[config.mk]
export PLATFORM = sky130hd
export DESIGN_NAME = instruction_fetch_unit
export DESIGN_NICKNAME = d
export VERILOG_FILES = /design/src/rtl/instruction_fetch_unit.sv
export SDC_FILE = /design/constraint.sdc
export NUM_CORES = 1
export LEC_CHECK = 0
export BUFFER_PORTS_ARGS = -buffer_cell sky130_fd_sc_hd__buf_2
export CAP_MARGIN = 0
export CORE_MARGIN = 2
export CORE_UTILIZATION = 50
export CTS_BUF_LIST = sky130_fd_sc_hd__clkbuf_8 sky130_fd_sc_hd__clkbuf_16
export DETAILED_ROUTE_END_ITERATION = 10
export PLACE_DENSITY_LB_ADDON = 0.08
export SYNTH_ARGS = -nofsm -noshare
export SYNTH_HDL_FRONTEND = slang
export SYNTH_SLANG_ARGS = --single-unit
[constraint.sdc]
create_clock -name clk -period 6.1 [get_ports clk]
set_input_delay 1.22 -clock clk [delete_from_list [all_inputs] [get_ports clk]]
set_output_delay 1.22 -clock clk [all_outputs]
set_load 0.01 [all_outputs]
[src/rtl/instruction_fetch_unit.sv]
// Fetch stage: owns the PC, drives program memory, captures the read into the IF/ID register.
// Latency: the instruction at PC_o appears on IF/ID one edge later; a redirect costs one bubble.
// Backpressure: Stall_i freezes PC and IF/ID; Flush_i/Redirect_i override it with a bubble.
module instruction_fetch_unit #(
    parameter int unsigned           DATA_WIDTH = 32,
    parameter logic [DATA_WIDTH-1:0] RESET_PC   = 32'h0040_0000,
    parameter logic [DATA_WIDTH-1:0] NOP_INSTR  = 32'h0000_0013
) (
    input  logic                  clk,
    input  logic                  reset,
    input  logic                  Stall_i,
    input  logic                  Flush_i,
    input  logic                  Redirect_i,
    input  logic [DATA_WIDTH-1:0] Target_i,
    input  logic [DATA_WIDTH-1:0] Instruction_i,
    output logic [DATA_WIDTH-1:0] PC_o,
    output logic [DATA_WIDTH-1:0] IFID_Instruction_o,
    output logic [DATA_WIDTH-1:0] IFID_PC_o,
    output logic [DATA_WIDTH-1:0] IFID_PC_Plus4_o,
    output logic                  IFID_Valid_o,
    output logic                  Misaligned_o,
    output logic [DATA_WIDTH-1:0] Fetch_Count_o
);

    typedef struct packed {
        logic [DATA_WIDTH-1:0] instr;
        logic [DATA_WIDTH-1:0] pc;
        logic [DATA_WIDTH-1:0] pc_plus4;
        logic                  vld;
    } ifid_t;

    logic [DATA_WIDTH-1:0] r_pc;
    ifid_t                 r_ifid;
    logic                  r_misaligned;
    logic [DATA_WIDTH-1:0] r_fetch_cnt;

    logic [DATA_WIDTH-1:0] w_pc_plus4;
    logic [DATA_WIDTH-1:0] w_aligned_tgt;
    logic                  w_bubble;
    logic                  w_capture;

    assign w_pc_plus4    = r_pc + DATA_WIDTH'(4);
    assign w_aligned_tgt = {Target_i[DATA_WIDTH-1:2], 2'b00};
    assign w_bubble      = Redirect_i | Flush_i;
    assign w_capture     = ~w_bubble & ~Stall_i;

    // PC comes straight from a register so the combinational memory read cannot form a loop.
    always_ff @(posedge clk or posedge reset) begin
        if (reset) begin
            r_pc <= RESET_PC;
        end else if (Redirect_i) begin
            r_pc <= w_aligned_tgt;
        end else if (!Stall_i) begin
            r_pc <= w_pc_plus4;
        end
    end

    always_ff @(posedge clk or posedge reset) begin
        if (reset) begin
            r_ifid <= '{instr: NOP_INSTR, pc: '0, pc_plus4: '0, vld: 1'b0};
        end else if (w_bubble) begin
            r_ifid <= '{instr: NOP_INSTR, pc: r_pc, pc_plus4: w_pc_plus4, vld: 1'b0};
        end else if (!Stall_i) begin
            r_ifid <= '{instr: Instruction_i, pc: r_pc, pc_plus4: w_pc_plus4, vld: 1'b1};
        end
    end

    always_ff @(posedge clk or posedge reset) begin
        if (reset) begin
            r_misaligned <= 1'b0;
            r_fetch_cnt  <= '0;
        end else begin
            r_misaligned <= Redirect_i & (|Target_i[1:0]);
            if (w_capture) begin
                r_fetch_cnt <= r_fetch_cnt + DATA_WIDTH'(1);
            end
        end
    end

    assign PC_o               = r_pc;
    assign IFID_Instruction_o = r_ifid.instr;
    assign IFID_PC_o          = r_ifid.pc;
    assign IFID_PC_Plus4_o    = r_ifid.pc_plus4;
    assign IFID_Valid_o       = r_ifid.vld;
    assign Misaligned_o       = r_misaligned;
    assign Fetch_Count_o      = r_fetch_cnt;

endmodule

## Word level (Yosys, flattened, before mapping)

Cells that the tools add are included.

| cells by class | value |
|---|---|
| muxes and demuxes | 4 |
| equal/unequal tests | 2 |
| bitwise gates (word level) | 5 |
| reduce and logical (&&, ||, !) cells | 1 |
| add/sub/neg operators | 2 |

Operator list:

| operator | number |
|---|---|
| two-way mux 97 bit | 2 |
| two-way mux 32 bit | 2 |
| adder 32 x 1 -> 32 bit (second input constant) | 1 |
| adder 32 x 3 -> 32 bit (second input constant) | 1 |
| inequality test 2 x 1 -> 1 bit (second input constant) | 2 |
| AND 1 bit | 2 |
| NOT 1 bit | 2 |
| OR reduction 2 bit | 1 |
| bitwise OR 1 bit | 1 |

| storage, ports and cells | value |
|---|---|
| output and inout port bits | 162 |
| word-level logic and storage cells | 21 |
| flip-flop bits (word level) | 162 |
| input bits | 69 |

## Longest topological paths before layout

Gate-level depths: netlist of the first run.

| depth | value |
|---|---|
| depth after elaboration | 3 |
| depth in mapped cells | 7 |
| mapped depth without buffers | 6 |

## Least setup slack after synthesis of the first run

No wires, ideal clock.

| timing | value |
|---|---|
| path type | in2reg |
| start point | input Stall_i |
| end point | register r_pc[30], in the netlist PC_o[30] |
| library setup time | 0.125 ns |
| path slack | 3.304 ns |
| stages on the path | 6 |
| arrival | 2.671 ns |
| buffers on the path | 1 |
| data required time | 5.975 ns |
| cell sequence | clkdlybuf4s15_2 nand4b_1 nor3_2 nand4_1 xnor2_1 mux2_2 |

| on the way | value |
|---|---|
| cells in the longest elaborated chain, start to end | 1 |

RTL lines:

| element | line | RTL |
|---|---|---|
| start: declaration | 11 | `input logic Stall_i,` |
| inequality test 2 x 1 -> 1 bit (no line) | - |  |
| end signal: assignment | 52 | `r_pc <= w_aligned_tgt;` |
| end signal: assignment | 54 | `r_pc <= w_pc_plus4;` |
| end: declaration | 32 | `logic [DATA_WIDTH-1:0] r_pc;` |

No other way between the ends.
A chain may end at the register's enable or synchronous reset.

## Final worst setup path of the first run

| timing | value |
|---|---|
| start point | input Redirect_i |
| end point | register r_ifid (netlist bit IFID_PC_Plus4_o[12]) |

| on the way | value |
|---|---|
| cells in the longest elaborated chain, start to end | 2 |
| elaborated cells on any way between the ends | 3 |
| classes of those cells | eq/ne: 1; mux: 1; bitwise: 1 |

RTL lines:

| element | line | RTL |
|---|---|---|
| start: declaration | 13 | `input logic Redirect_i,` |
| bitwise OR 1 bit (*) | 44 | `assign w_bubble = Redirect_i \| Flush_i;` |
| inequality test 2 x 1 -> 1 bit (no line) or two-way mux 97 bit (tied branches) | - |  |
| end signal: assignment | 60 | `r_ifid <= '{instr: NOP_INSTR, pc: '0, pc_plus4: '0, vld: 1'b0};` |
| end signal: assignment | 62 | `r_ifid <= '{instr: NOP_INSTR, pc: r_pc, pc_plus4: w_pc_plus4, vld: 1'b0};` |
| end signal: assignment | 64 | `r_ifid <= '{instr: Instruction_i, pc: r_pc, pc_plus4: w_pc_plus4, vld: 1'b1};` |
| end: declaration | 33 | `ifid_t r_ifid;` |

Every way passes the cells marked *; elsewhere a longest branch is shown, timed or not.

==> summary.md, run 1 <==
| Metric | Value |
|---|---|
| Switching share of power | 26.0% |
| Synth Cell Area | 7170 sq um |
| FP Rows | 43 |
| Worst skew pair latency | 420 ps |
| Crit path capture | IFID_PC_Plus4_o[12]$_DFFE_PP0P_ |
| # IOs | 231 |
| Worst Hold Class | reg2reg |
| Drt total wl | 17.6 mm |
| CP Max Fanout | 110 |
| Clock Power Share | 42.7% |
| Reg-to-Reg End | PC_o[30]$_DFFE_PP0N_ |
| Worst EP required | 6350 ps |
| Clock slew at reported path FFs | 60 ps |
| DR vias | 5627 |
| Max stage delay on crit path | 940 ps |
| Crit Path Category | in2reg |
| Fin Setup TNS | 0 ps |
| Sequential share of power | 45.1% |
| Peak VDD IR | 0.207 mV |
| Avg Inst Size Synth | 10.2 sq um |
| Max cap viols | 0 |
| Nets | 969 |
| Initial Util | 51.5% |
| Final Hold Fails | 0 |
| Setup Buffers After CTS | 0 |
| Fraction of layout cells with a size suffix above 1 | 30.8% |
| Initial DRC count | 345 |
| Drt wl/cell | 16.2 um |
| Root buf cell | clkbuf_16 |
| CP Launch Type | input port |
| CTS Hold Bufs | 0 |
| Arr. time, crit path | 3280 ps |
| #FFs+latches synth | 156 |
| Largest net degree at the start of global routing | 111 |
| TritonRoute pass-1 iters | 4 |
| Gate power share | 12.2% |
| Endpoint type of the worst setup path | flop |
| I/O Buffers | 224 |
| Tcrit/Tclk final | 49.6% |
| Post-synthesis sequential area ratio | 54.5% |
| Max Root-Sink Buffers | 2 |
| Gr usage total | 23.5% |
| Final GP Congestion | 0.800 |
| RSZ-0062 raised after global routing | false |
| DR vias/cell | 5.16 |
| Crit-path slowest cell | and2_4 |
| Outcome | completed |
| Most used DFF post-synth | dfrtp_1 |
| Async set-or-reset flop fraction in the synthesized netlist | 100% |
| Setup slack, reg-to-reg | 3640 ps |
| Synth top area share | 53.1% |
| # H-tree levels | 4 |
| Tmin final | 3030 ps |
| Worst slew margin | 29.0% |
| Synth top area cells | dfrtp_1 (53%), nand2_1 (9.6%), xnor2_1 (5.9%) |
| Worst setup path startpoint | Redirect_i |
| Die Span Y | 124 um |
| Leading cell types in the layout, fill and taps excluded | buf_2 (224), nand2_1 (183), dfrtp_1 (152), xnor2_1 (48), o21ai_0 (48) |
| EDFF count, synth | 0 |
| Core area | 13900 sq um |
| Final Skew | 6.37 ps |
| Post-synth top area cell | dfrtp_1 |
| Lkg Pwr | 4.33 nW |
| Final ANT Viol Nets | 0 |
| Global route overflow | 0 |
| DRC viols | 0 |
| Sink Count | 156 |
| Switch Pwr | 0.705 mW |
| Global-route wire length before repair | 27.4 mm |
| Yosys cell types | 50 |
| Critical Path, Cell by Cell | buf_2, nor2_1, and2_4, o21ai_0 |
| Most common cell after layout, fill and taps aside | buf_2 |
| Die area | 15300 sq um |
| Width of the die | 124 um |
| Worst R2R Start | PC_o[2]$_DFFE_PP0N_ |
| Worst slew pin tran | 1070 ps |
| Worst-case reg-to-reg path depth | 6 |
| CTS buffer count | 17 |
| Syn Inst Count | 706 |
| Slew Viols, Final | 0 |
| Maximum clock rate | 330 MHz |
| CTS tree | yes |
| Initial antenna violation count | 1 |
| Vias in the first global route | 5380 |
| DP HPWL | 12.1 mm |
| Min-delay src | IFID_PC_o[4]$_DFFE_PP0P_ |
| Int Power | 2.01 mW |
| Pwr Density | 307 nW/um^2 |
| Number of setup violations in the final report | 0 |
| Final core occ | 63.4% |
| Syn. warnings | 0 |
| Post_cts resized | 0 |
| Area grow syn2layout | 23.3% |
power groups by stage:
stage / Clock [mW] / Combinational (mW) / Sequential [mW]
2_1_floorplan: 0 / 0.184 / 1.24
3_3_place_gp: 0 / 0.329 / 1.24
3_5_place_dp: 0 / 0.335 / 1.24
4_1_cts: 1.18 / 0.337 / 1.22
5_1_grt: 1.22 / 0.370 / 1.24
6_report: 1.16 / 0.331 / 1.22
metrics by stage:
| step | total power, mW | cells | setup WS (ps) | area [sq um] | hold WS, ps |
|---|---|---|---|---|---|
| 2_1_floorplan | 1.43 | 711 | 680 | 7190 | 507 |
| 3_3_place_gp | 1.57 | 1059 | 2720 | 8190 | 444 |
| 3_5_place_dp | 1.57 | 1059 | 2610 | 8190 | 452 |
| 4_1_cts | 2.73 | 1090 | 3060 | 8840 | 464 |
| 5_1_grt | 2.83 | 1090 | 2780 | 8840 | 494 |
| 6_report | 2.71 | 1091 | 3070 | 8840 | 458 |
cells in the mapped netlist, types with 6 or more instances:
cell and instances:
xor2_1 40, nand4_1 22, inv_1 6, a22o_1 29
o21ai_0 48, nor3_1 9, nand3_1 26, xnor2_1 48
dfrtp_1 152, nor2_1 23, nand2_1 184, buf_4 12
clkbuf_1 26
metal layers:
layer	vias to the layer above	share of wire [%]	track usage, %
li1	2725	-	-
met3	21	5.9	5.04
met2	157	48	37.2
met5	-	0	0
met1	2724	44	31.6
met4	0	1.7	9.38
final cells by class:
type                            instances  area, sq um
Clock buffer                           19          453
Sequential cell                       156         3910
Multi-Input combinational cell        491         2890
Fill cell                            1201         5090
Clock inverter                         12          195
Tap cell                              180          225
Timing Repair Buffer                  226         1140
Antenna cell                            1         2.50
Inverter                                6         27.5
flip-flops by register name (all words and copies together), names as in the netlist:
signal,count
Misaligned_o,1
IFID_Instruction_o,32
Fetch_Count_o,32
IFID_PC_o,30
IFID_PC_Plus4_o,30
PC_o,30
IFID_Valid_o,1
worst min path at each step:
stage	end	cells past startpoint
final	IFID_PC_o[4]$_DFFE_PP0P_	2
after global routing	IFID_PC_o[10]$_DFFE_PP0P_	2
after CTS	IFID_PC_o[4]$_DFFE_PP0P_	2
after detailed placement	IFID_PC_o[4]$_DFFE_PP0P_	2
after global placement	IFID_PC_o[5]$_DFFE_PP0P_	2
after floorplan	IFID_PC_Plus4_o[3]$_DFFE_PP0P_	2
worst max-delay path: cells and delay by family:
kind | cells | cell delay [ps]
and+or+nand+nor | 2 | 1400
AOI/OAI and AO/OA | 1 | 230
buffers and inverters | 1 | 410
cell families (layout without fill, tap and decap cells):
| group | Yosys count | after routing | share of synthesized area (%) |
|---|---|---|---|
| simple gates | 301 | 301 | 20.2 |
| flops | 156 | 156 | 54.5 |
| compound gates | 92 | 92 | 8.31 |
| xor+xnor | 88 | 88 | 10.8 |
| buf+inv | 64 | 263 | 5.55 |
| fa+ha+maj | 2 | 2 | 0.349 |
| mux | 2 | 2 | 0.297 |
| other cells | 1 | 7 | 0.0523 |
Power figures use the tool's default switching activity.
==> run 2, diff against run 1 <==
--- a/config.mk
+++ b/config.mk
@@ -5,6 +5,7 @@
 export SDC_FILE = /design/constraint.sdc
 export NUM_CORES = 1
 export LEC_CHECK = 0
+export ABC_AREA = 1
 export BUFFER_PORTS_ARGS = -buffer_cell sky130_fd_sc_hd__buf_2
 export CAP_MARGIN = 0
 export CORE_MARGIN = 2
==> constraint.sdc (replaced) <==
create_clock -name clk -period 3.04 [get_ports clk]
set_input_delay 0.608 -clock clk [delete_from_list [all_inputs] [get_ports clk]]
set_output_delay 0.608 -clock clk [all_outputs]
set_load 0.01 [all_outputs]
==> run 2 against run 1 <==
Net effect: wire length is 16% higher; area after synthesis grew 5.6%; synthesized cell count grew 32%; setup slack got worse by 2000 ps; combinational power up 140%; critical path depth rose by 6; non-clock buffer count grew 6; clock-buffer cell count decreased by 2; final cell count rose by 24%; sequential cell count unchanged; register-to-register slack got worse by 2500 ps; hold slack got worse by 190 ps; largest power group unchanged; highest routed layer unchanged.
==> summary.md, run 2 <==
| Metric | Value |
|---|---|
| DRC viols | 0 (unchanged) |
| Setup slack, reg-to-reg | 1110 ps (-2530 ps) |
| Synth Cell Area | 7570 sq um (+5.6%) |
| Width of the die | 127 um (+2.7%) |
| Pwr Density | 586 nW/um^2 (+91%) |
| Tmin final | 1930 ps |
| CTS buffer count | 17 (unchanged) |
| Worst skew pair latency | 430 ps (about the same) |
| Post-synthesis sequential area ratio | 51.6% (-2.9 points) |
| Max Root-Sink Buffers | 2 (unchanged) |
| Area grow syn2layout | 24.9% |
| # H-tree levels | 4 (unchanged) |
| CTS tree | yes |
| Slew Viols, Final | 0 (unchanged) |
| Async set-or-reset flop fraction in the synthesized netlist | 100% (unchanged) |
| Initial DRC count | 476 (+38%) |
| # IOs | 231 (unchanged) |
| Core area | 14600 sq um (+5.1%) |
| DP HPWL | 14.8 mm (+23%) |
| Drt wl/cell | 15.1 um (-6.6%) |
| CP Max Fanout | 7 (-94%) |
| Final GP Congestion | 0.867 (+8.4%) |
| CTS Hold Bufs | 0 (unchanged) |
| DR vias/cell | 5.11 (-0.85%) |
| Most common cell after layout, fill and taps aside | nand2_1 |
| #FFs+latches synth | 156 (unchanged) |
| Final core occ | 64.6% (+1.1 points) |
| Worst slew margin | 52.1% (+23 points) |
| Post_cts resized | 0 (unchanged) |
| Leading cell types in the layout, fill and taps excluded | nand2_1 (368), buf_2 (224), dfrtp_1 (152), inv_1 (85), nor2_1 (69) |
| Final Instance Area | 9450 sq um (+6.9%) |
| TritonRoute pass-1 iters | 5 (+1) |
| Global-route wire length before repair | 32.7 mm (+19%) |
| Number of setup violations in the final report | 0 (unchanged) |
| Clock slew at reported path FFs | 60 ps (about the same) |
| Drt total wl | 20.4 mm (+16%) |
| Endpoint type of the worst setup path | flop |
| Avg Inst Size Synth | 8.11 sq um (-20%) |
| Crit Path Category | reg2reg |
| Outcome | completed |
| Most used DFF post-synth | dfrtp_1 |
| Final ANT Viol Nets | 0 (unchanged) |
| Die area | 16100 sq um (+5.4%) |
| Fin Setup TNS | 0 ps (unchanged) |
| Synth top area share | 50.2% (-2.8 points) |
| Worst EP required | 3360 ps (-2990 ps) |
| Cell area after placement | 8810 sq um (+7.6%) |
| Hold slack | 267 ps (-191 ps) |
| Global route overflow | 0 (unchanged) |
| Peak VDD IR | 0.403 mV (+95%) |
| Vias in the first global route | 6472 (+20%) |
| N_diodes | 0 (-1) |
| EDFF count, synth | 0 (unchanged) |
| CP Launch Type | flop |
| Arr. time, crit path | 2250 ps (-1030 ps) |
| Die Span Y | 127 um (+2.7%) |
| Root buf cell | clkbuf_16 |
| Post-synth top area cell | dfrtp_1 |
| RSZ-0062 raised after global routing | false |
| Gr usage total | 25.6% (+2.1 points) |
| Fraction of layout cells with a size suffix above 1 | 25.4% (-5.3 points) |
| I/O Buffers | 224 (unchanged) |
| Nets | 1226 (+27%) |
| Max cap viols | 0 (unchanged) |
| Synth top area cells | dfrtp_1 (50%), nand2_1 (18%), inv_1 (4.2%) |
| Yosys cell types | 31 (-38%) |
| Maximum clock rate | 518 MHz |
| DR vias | 6914 (+23%) |
| Initial antenna violation count | 0 (-1) |
| Final Hold Fails | 0 (unchanged) |
| Syn Inst Count | 934 (+32%) |
| Initial Util | 51.7% (+0.25 points) |
| Worst Hold Class | in2async |
| Largest net degree at the start of global routing | 65 (-41%) |
| Sink Count | 156 (unchanged) |
| Lkg Pwr | 4.99 nW (+15%) |
| Tcrit/Tclk final | 63.5% |
| Worst slew pin tran | 719 ps (-346 ps) |
| Setup Buffers After CTS | 0 (unchanged) |
| Syn. warnings | 0 (unchanged) |
| FP Rows | 44 (+2.3%) |
| Synth cell count leaders | nand2_1 (368), dfrtp_1 (152), inv_1 (85) |
| Most frequent cell after synthesis | nand2_1 |
| Final Skew | 6.65 ps (+0.284 ps) |
-- run 2: cell types whose count changed after synthesis, sizes merged, moves of 19 or more --
cell    change
nor2       +61
inv        +82
nand2     +190
xor2       -19
xnor2      -38
clkbuf     -27
-- run 2: metrics by stage --
step	setup WS [ps]	std cells	power [mW]
5_1_grt	874	1352	5.79
4_1_cts	1100	1352	5.58
3_3_place_gp	771	1320	3.27
6_report	1110	1352	5.54
2_1_floorplan	462	939	2.91
3_5_place_dp	765	1320	3.28
-- run 2: final timing paths --
path,cells after the start,end,start
setup reg to reg,10,IFID_PC_Plus4_o[28]$_DFFE_PP0P_,PC_o[2]$_DFFE_PP0N_
max in group asynchronous,3,IFID_Instruction_o[27]$_DFFE_PP0P_,reset
hold reg to reg,2,IFID_PC_Plus4_o[28]$_DFFE_PP0P_,IFID_PC_Plus4_o[28]$_DFFE_PP0P_
hold / removal,2,IFID_PC_o[7]$_DFFE_PP0P_,reset
min in group clk,2,IFID_Instruction_o[10]$_DFFE_PP0P_,Instruction_i[10]
setup / recovery,10,IFID_PC_Plus4_o[28]$_DFFE_PP0P_,PC_o[2]$_DFFE_PP0N_
-- run 2: final cells by class --
type | instances | area, sq um
sequential | 156 | 3910
tap | 184 | 230
inverter | 88 | 334
fill | 1319 | 5190
multi-input combinational | 660 | 3140
clock inverter | 15 | 213
clock buffer | 17 | 425
timing repair buffer | 232 | 1210
-- run 2: cells by family (layout without fill, tap and decap cells) --
| kind of cell | count (synthesis) | count (layout) | share of synthesized area, % |
|---|---|---|---|
| AOI/OAI and AO/OA | 99 | 99 | 8.43 |
| xor gates and xnor gates | 31 | 31 | 3.69 |
| adders and majority gates | 2 | 2 | 0.330 |
| buffers and inverters | 123 | 352 | 7.24 |
| DFF | 156 | 156 | 51.6 |
| other | 1 | 6 | 0.0495 |
| and+or+nand+nor | 522 | 522 | 28.6 |
-- run 2: where the power goes --
part           switching [mW]  internal [mW]  total (mW)
registers               0.188           2.27        2.46
clock network           0.903           1.39        2.30
logic                   0.489          0.301       0.790
total                    1.58           3.96        5.54
-- run 2: critical path, stage by stage, from the launching register on --
cell and delay, ps:
dfrtp_1 480, ha_1 280, nand2_2 70, nor2_2 190, nand3_1 300, inv_1 150
nand2_1 60, nand2_1 60, nand2_1 80, nand2_1 80, nand2_1 60
-- run 2: per-layer routing --
layer,vias up,track usage (%),wire (um)
met5,-,0,0
met1,3267,36.8,9450
met4,0,8.53,457
met3,34,4.77,1250
li1,3384,-,-
met2,229,39.4,9270
